===== src/rtl/vga_pkg.sv =====
// Shared VGA timing defaults and helpers: default 640x480@60 timing, counter
// width and the per-axis total derivation used by the timing generator.
package vga_pkg;

  localparam int CNT_W     = 10;
  localparam int MAX_TOTAL = 1 << CNT_W;

  localparam int DEF_H_ACTIVE = 640;
  localparam int DEF_H_FP     = 16;
  localparam int DEF_H_SYNC   = 96;
  localparam int DEF_H_BP     = 48;

  localparam int DEF_V_ACTIVE = 480;
  localparam int DEF_V_FP     = 10;
  localparam int DEF_V_SYNC   = 2;
  localparam int DEF_V_BP     = 33;

  localparam int DEF_COLOR_W = 4;
  localparam int DEF_PIX_DIV = 2;

  typedef logic [CNT_W-1:0] cnt_t;

  // Total length of one axis (line in pixels or frame in lines).
  function automatic int axis_total(int sync, int bp, int active, int fp);
    return sync + bp + active + fp;
  endfunction

  function automatic int h_total(int sync, int bp, int active, int fp);
    return axis_total(sync, bp, active, fp);
  endfunction

  function automatic int v_total(int sync, int bp, int active, int fp);
    return axis_total(sync, bp, active, fp);
  endfunction

endpackage


===== src/rtl/vga_axis_counter.sv =====
// Modulo-TOTAL position counter for one raster axis; advances on tick_i and
// flags the tick on which it wraps back to zero.
module vga_axis_counter
  import vga_pkg::*;
#(
  parameter int TOTAL = 800
) (
  input  logic             clk,
  input  logic             rst_n,
  input  logic             tick_i,
  output logic [CNT_W-1:0] cnt_o,
  output logic             wrap_o
);

  localparam cnt_t LAST = cnt_t'(TOTAL - 1);

  cnt_t cnt_q, cnt_d;

  assign wrap_o = tick_i && (cnt_q == LAST);
  assign cnt_o  = cnt_q;

  // NOTE: every variable written here gets a default first, so no path leaves it unassigned and no latch is inferred.
  always_comb begin
    cnt_d = cnt_q;
    if (tick_i) begin
      cnt_d = wrap_o ? '0 : cnt_q + cnt_t'(1);
    end
  end

  // NOTE: state registers use non-blocking assignments so all flops update together at the edge.
  always_ff @(posedge clk or negedge rst_n) begin
    if (!rst_n) begin
      cnt_q <= '0;
    end else begin
      cnt_q <= cnt_d;
    end
  end

endmodule


===== src/rtl/vga_timing_gen.sv =====
// VGA raster timing generator: pixel-tick divider, horizontal/vertical position
// counters and a tick-registered output stage aligning colour with the syncs.
module vga_timing_gen
  import vga_pkg::*;
#(
  parameter int H_ACTIVE = DEF_H_ACTIVE,
  parameter int H_FP     = DEF_H_FP,
  parameter int H_SYNC   = DEF_H_SYNC,
  parameter int H_BP     = DEF_H_BP,
  parameter int V_ACTIVE = DEF_V_ACTIVE,
  parameter int V_FP     = DEF_V_FP,
  parameter int V_SYNC   = DEF_V_SYNC,
  parameter int V_BP     = DEF_V_BP,
  parameter bit SYNC_POL = 1'b0,
  parameter int COLOR_W  = DEF_COLOR_W,
  parameter int PIX_DIV  = DEF_PIX_DIV
) (
  input  logic                 clk,
  input  logic                 rst_n,
  input  logic                 en,
  input  logic [3*COLOR_W-1:0] pix_rgb,
  output logic [CNT_W-1:0]     x,
  output logic [CNT_W-1:0]     y,
  output logic                 req,
  output logic                 hor_sync,
  output logic                 ver_sync,
  output logic [COLOR_W-1:0]   red,
  output logic [COLOR_W-1:0]   green,
  output logic [COLOR_W-1:0]   blue,
  output logic                 de,
  output logic                 frame_start
);

  localparam int H_TOTAL = h_total(H_SYNC, H_BP, H_ACTIVE, H_FP);
  localparam int V_TOTAL = v_total(V_SYNC, V_BP, V_ACTIVE, V_FP);

  if (H_TOTAL > MAX_TOTAL || V_TOTAL > MAX_TOTAL) begin : g_bad_total
    $error("vga_timing_gen: H_TOTAL/V_TOTAL exceed the 10-bit counter range");
  end
  if (PIX_DIV < 1 || PIX_DIV > 16) begin : g_bad_div
    $error("vga_timing_gen: PIX_DIV must be within 1..16");
  end

  // Active windows use inclusive last positions so a zero front porch at a
  // 1024 total still fits in the 10-bit compare.
  localparam cnt_t H_SYNC_END  = cnt_t'(H_SYNC);
  localparam cnt_t V_SYNC_END  = cnt_t'(V_SYNC);
  localparam cnt_t H_ACT_FIRST = cnt_t'(H_SYNC + H_BP);
  localparam cnt_t H_ACT_LAST  = cnt_t'(H_SYNC + H_BP + H_ACTIVE - 1);
  localparam cnt_t V_ACT_FIRST = cnt_t'(V_SYNC + V_BP);
  localparam cnt_t V_ACT_LAST  = cnt_t'(V_SYNC + V_BP + V_ACTIVE - 1);
  localparam logic [3:0] DIV_LAST = 4'(PIX_DIV - 1);

  logic [3:0] div_q, div_d;
  logic       tick;
  cnt_t       h_cnt, v_cnt;
  logic       h_wrap, v_wrap;
  logic       h_act, v_act;

  logic                 hs_q, hs_d;
  logic                 vs_q, vs_d;
  logic                 de_q, de_d;
  logic                 fs_q, fs_d;
  logic [3*COLOR_W-1:0] rgb_q, rgb_d;

  assign tick = en && (div_q == DIV_LAST);

  always_comb begin
    div_d = div_q;
    if (en) begin
      div_d = tick ? '0 : div_q + 4'd1;
    end
  end

  vga_axis_counter #(.TOTAL(H_TOTAL)) u_h_cnt (
    .clk    (clk),
    .rst_n  (rst_n),
    .tick_i (tick),
    .cnt_o  (h_cnt),
    .wrap_o (h_wrap)
  );

  vga_axis_counter #(.TOTAL(V_TOTAL)) u_v_cnt (
    .clk    (clk),
    .rst_n  (rst_n),
    .tick_i (h_wrap),
    .cnt_o  (v_cnt),
    .wrap_o (v_wrap)
  );

  // The end of a frame must always land the raster back on the origin.
  a_frame_wrap_origin : assert property (@(posedge clk) disable iff (!rst_n)
    v_wrap |=> (h_cnt == '0 && v_cnt == '0));

  assign h_act = (h_cnt >= H_ACT_FIRST) && (h_cnt <= H_ACT_LAST);
  assign v_act = (v_cnt >= V_ACT_FIRST) && (v_cnt <= V_ACT_LAST);
  assign req   = h_act && v_act;
  assign x     = req ? h_cnt - H_ACT_FIRST : '0;
  assign y     = req ? v_cnt - V_ACT_FIRST : '0;

  always_comb begin
    hs_d  = hs_q;
    vs_d  = vs_q;
    de_d  = de_q;
    rgb_d = rgb_q;
    fs_d  = 1'b0;
    if (tick) begin
      hs_d  = (h_cnt < H_SYNC_END) ? SYNC_POL : ~SYNC_POL;
      vs_d  = (v_cnt < V_SYNC_END) ? SYNC_POL : ~SYNC_POL;
      de_d  = req;
      rgb_d = req ? pix_rgb : '0;
      fs_d  = (h_cnt == '0) && (v_cnt == '0);
    end
  end

  always_ff @(posedge clk or negedge rst_n) begin
    if (!rst_n) begin
      div_q <= '0;
      hs_q  <= ~SYNC_POL;
      vs_q  <= ~SYNC_POL;
      de_q  <= 1'b0;
      rgb_q <= '0;
      fs_q  <= 1'b0;
    end else begin
      div_q <= div_d;
      hs_q  <= hs_d;
      vs_q  <= vs_d;
      de_q  <= de_d;
      rgb_q <= rgb_d;
      fs_q  <= fs_d;
    end
  end

  assign hor_sync    = hs_q;
  assign ver_sync    = vs_q;
  assign de          = de_q;
  assign frame_start = fs_q;
  assign red         = rgb_q[3*COLOR_W-1 -: COLOR_W];
  assign green       = rgb_q[2*COLOR_W-1 -: COLOR_W];
  assign blue        = rgb_q[COLOR_W-1:0];

endmodule

===== config.mk =====
export PLATFORM = sky130hd
export DESIGN_NAME = vga_timing_gen
export DESIGN_NICKNAME = d
export VERILOG_FILES = /design/src/rtl/vga_pkg.sv /design/src/rtl/vga_axis_counter.sv /design/src/rtl/vga_timing_gen.sv
export SDC_FILE = /design/constraint.sdc
export NUM_CORES = 1
export LEC_CHECK = 0
export ABC_AREA = 1
export BUFFER_PORTS_ARGS = -buffer_cell sky130_fd_sc_hd__buf_4
export CORE_MARGIN = 5
export CORE_UTILIZATION = 30
export DETAILED_ROUTE_END_ITERATION = 8
export GPL_ROUTABILITY_DRIVEN = 1
export MAX_ROUTING_LAYER = met4
export SLEW_MARGIN = 10
export SYNTH_ARGS = -nofsm -noshare
export SYNTH_HDL_FRONTEND = slang
export SYNTH_SLANG_ARGS = --single-unit
export TNS_END_PERCENT = 1

===== constraint.sdc =====
create_clock -name clk -period 3.8 [get_ports clk]
set_input_delay 0.19 -clock clk [delete_from_list [all_inputs] [get_ports clk]]
set_output_delay 0.19 -clock clk [all_outputs]
set_load 0.02 [all_outputs]

==> insert_results.sql <==
INSERT INTO impl_metrics (metric_group, metric, value, unit) VALUES
('cells_and_area', 'insertedDiodeCount', '0', ''),
('logic_synthesis', 'post_synth.cell_area_avg', '7.76', 'um^2'),
('die', 'start_util', '0.310', ''),
('logic_synthesis', 'number_of_distinct_standard_cells_referenced_by_the_synthesized_netlist', '33', ''),
('detailed_routing', 'via_density', '4.76', ''),
('worst_setup_path', 'reg2regPathDepth', '11', ''),
('clock_network', 'clock_path_buffers', '2', ''),
('hold_path', 'min_from', 'en', ''),
('power_and_ir_drop', 'ir_worst_vdd', '0.000205', 'V'),
('worst_setup_path', 'critPathBufInv', '2', ''),
('hold_path', 'worstHoldPathType', 'in -> reg', ''),
('run', 'max-cap-violations', '0', ''),
('timing', 'time_the_final_worst_path_needs_with_i_o_delays_and_setup', '2.59', 'ns'),
('worst_setup_path', 'regToRegEndpoint', 'u_v_cnt.cnt_o[2]', ''),
('grt', 'grt_pass1_wl', '10.6', 'mm'),
('clock_network', 'clk_slew_on_worst_s_h_paths', '0.09', 'ns'),
('detailed_routing', 'avgRoutedWirePerCell', '13.2', 'um'),
('detailed_routing', 'finalWirelength', '6.37', 'mm'),
('logic_synthesis', 'mappedNetlistArea', '2570', 'um^2'),
('logic_synthesis', 'synthesized_net_count', '358', ''),
('logic_synthesis', 'synth.ff_latch_count', '40', ''),
('detailed_routing', 'detailed_routing_iteration_count_for_the_pre_antenna_repair_pass', '4', ''),
('timing', 'count_of_endpoints_failing_setup_in_the_final_report', '0', ''),
('timing', 'max_freq', '0.386', 'GHz'),
('detailed_routing', 'vias', '2299', ''),
('power_and_ir_drop', 'power.net_switching', '0.000782', 'W'),
('die', 'boundaryPins', '52', ''),
('worst_setup_path', 'critical_path.top_delay_family', 'simple AND/OR/NAND/NOR gates', ''),
('worst_setup_path', 'timing.critical_path.arrival', '2.40', 'ns'),
('worst_setup_path', 'crit_path_max_fanout', '22', ''),
('clock_network', 'cts.htree.levels', '2', ''),
('worst_setup_path', 'data_required_critical_path', '3.61', 'ns'),
('worst_setup_path', 'worst-r2r-setup-slack', '1.66', 'ns'),
('timing', 'hold-worst-slack', '0.117', 'ns'),
('power_and_ir_drop', 'cell_internal_pwr', '0.00108', 'W'),
('clock_network', 'cts-buffers-inserted', '5', ''),
('status', 'run_status', 'finished, final reports clean', ''),
('placement', 'gp_congestion', '0.957', ''),
('power_and_ir_drop', 'total_leakage_power', '1.56', 'nW'),
('detailed_routing', 'drt-initial-drc-count', '87', ''),
('worst_setup_path', 'most_used_cell_along_the_critical_path', 'nand2_1', ''),
('power_and_ir_drop', 'power_density', '596', 'nW/um^2'),
('power_and_ir_drop', 'logic_gate_share_of_total_power', '0.450', ''),
('cells_and_area', 'post_route_cells_drive_above_1_share', '0.249', ''),
('cells_and_area', 'leading_cell_type_in_the_layout_fill_and_taps_excluded', 'nand2_1', ''),
('timing', 'rsz0062_at_grt', 'false', ''),
('worst_setup_path', 'crit_start', 'u_h_cnt.cnt_o[4]', ''),
('clock_network', 'clk_latency', '0.30', 'ns'),
('logic_synthesis', 'yosys_warnings', '0', ''),
('placement', 'numPlacedInstances', '474', ''),
('timing', 'finalMaxSlewViolations', '0', ''),
('clock_network', 'post_cts_resize_count', '0', ''),
('logic_synthesis', 'synth_sequential_area_ratio', '0.390', ''),
('grt', 'pin_count_of_the_biggest_net_entering_global_routing', '41', ''),
('worst_setup_path', 'cp-end-kind', 'output port', ''),
('worst_setup_path', 'crit_path_end', 'x[7]', ''),
('timing', 'setup_tns', '0', 'ns'),
('timing', 'finClkSkew', '0.00652', 'ns'),
('worst_setup_path', 'timing.critical_path.depth', '10', ''),
('grt', 'antenna_found_initial', '0', ''),
('logic_synthesis', 'cell_count_after_synthesis', '332', ''),
('die', 'die_y', '103', 'um'),
('timing', 'transition_time_of_the_tightest_slew_check_pin', '0.521', 'ns'),
('power_and_ir_drop', 'power.share.sequential', '0.355', ''),
('die', 'core-area', '8300', 'um^2'),
('detailed_routing', 'drt.antenna.violating_nets', '0', ''),
('timing', 'timing.final.crit_share', '0.682', ''),
('worst_setup_path', 'crit_path_max_incr_delay', '0.46', 'ns'),
('placement', 'detailed_place_hpwl', '4.86', 'mm'),
('worst_setup_path', 'critical_path.startpoint_type', 'flop', ''),
('grt', 'track_usage', '0.131', '');
-- kinds of logic after synthesis --
| kind of cell | synth area share |
|---|---|
| and+or+nand+nor | 0.354 |
| buffers and inverters | 0.0879 |
| DFF | 0.390 |
| AOI/OAI and AO/OA | 0.0573 |
| xor gates and xnor gates | 0.0578 |
| adders and majority gates | 0.0534 |
-- routing by layer --
layer / share of wire / track usage
met4: 0.0071 / 0.0272
met1: 0.46 / 0.171
met5: 0 / -
met3: 0.062 / 0.0338
met2: 0.47 / 0.205
-- worst register-to-register path: stages (launching register included) --
cell and delay (ns):
dfrtp_1 0.41, inv_1 0.07, ha_1 0.13, nand3_1 0.07, buf_4 0.21, inv_2 0.35
nand2_1 0.12, nor2_2 0.21, inv_1 0.13, nor2_1 0.19, nand2_1 0.07, o21ai_0 0.09
-- Yosys cell counts --
master / number / area [um^2]
a211oi_1: 1 / 7.51
buf_2: 6 / 30.0
buf_4: 3 / 22.5
dfstp_2: 2 / 52.6
xnor2_1: 2 / 17.5
nor2_1: 36 / 135
or2_2: 1 / 6.26
inv_2: 5 / 18.8
clkbuf_1: 3 / 11.3
o21ai_0: 13 / 65.1
buf_6: 3 / 33.8
o21ai_1: 3 / 15.0
and3_1: 2 / 12.5
nand3_2: 1 / 10.0
nand4_2: 1 / 12.5
nand2_1: 79 / 297
nor2_2: 11 / 68.8
nand2_4: 1 / 11.3
clkinv_2: 1 / 5.00
nand2_2: 1 / 6.26
nand3b_1: 2 / 15.0
inv_1: 28 / 105
nor3_1: 8 / 40.0
nor3_2: 4 / 40.0
dfrtp_1: 38 / 951
nor2_4: 3 / 33.8
nand3_1: 17 / 85.1
a21oi_2: 3 / 26.3
a41oi_1: 1 / 8.76
ha_1: 11 / 138
xor2_1: 15 / 131
a21oi_1: 5 / 25.0
nand4_1: 22 / 138
-- final cells by class --
cell class | count | area [um^2]
Clock buffer | 5 | 68.8
Inverter | 34 | 129
Multi-Input combinational cell | 243 | 1350
Sequential cell | 40 | 1000
Tap cell | 105 | 131
Clock inverter | 3 | 46.3
Timing Repair Buffer | 53 | 400
Fill cell | 862 | 5170
-- worst min-delay path by stage --
stage | cells after the start | slack [ns] | endpoint
after floorplan | 0 | -0.11 | de
after global placement | 1 | 0.20 | u_h_cnt.cnt_o[7]
after detailed placement | 1 | 0.21 | u_h_cnt.cnt_o[9]
after CTS | 2 | 0.11 | div_q[1]
after global routing | 3 | 0.11 | rgb_q[4]
final | 2 | 0.12 | div_q[1]
-- per-stage QoR --
step	area [um^2]	utilization	setup slack, ns	power, W
floorplan	2570	-	1.94	0.00121
global placement	3000	0.361	1.58	0.00151
detailed placement	3000	0.361	1.51	0.00152
CTS	3120	0.376	1.18	0.00189
global route	3120	0.376	1.00	0.00200
finish	3120	0.376	1.21	0.00186
-- registers in the layout, summed over array words and instances, names as in the netlist --
signal         flops
hor_sync           1
div_q              4
de                 1
frame_start        1
ver_sync           1
rgb_q             12
u_h_cnt.cnt_o     10
u_v_cnt.cnt_o     10
-- power groups by stage --
| stage | logic (W) | clock network [W] | registers (W) |
|---|---|---|---|
| 6_report | 0.000839 | 0.000362 | 0.000661 |
| 5_1_grt | 0.000931 | 0.000391 | 0.000678 |
| 4_1_cts | 0.000855 | 0.000374 | 0.000661 |
| 3_5_place_dp | 0.000850 | 0 | 0.000670 |
| 3_3_place_gp | 0.000842 | 0 | 0.000669 |
| 2_1_floorplan | 0.000484 | 0 | 0.000726 |
-- repair_timing --
item | 4_1_cts | 5_1_grt
endpoints found under the setup margin | 0 | 0
buffers inserted | 0 | 0
hold buffers | 1 | 0
endpoints found under the hold margin | 38 | 0
Power figures use the tool's default switching activity.
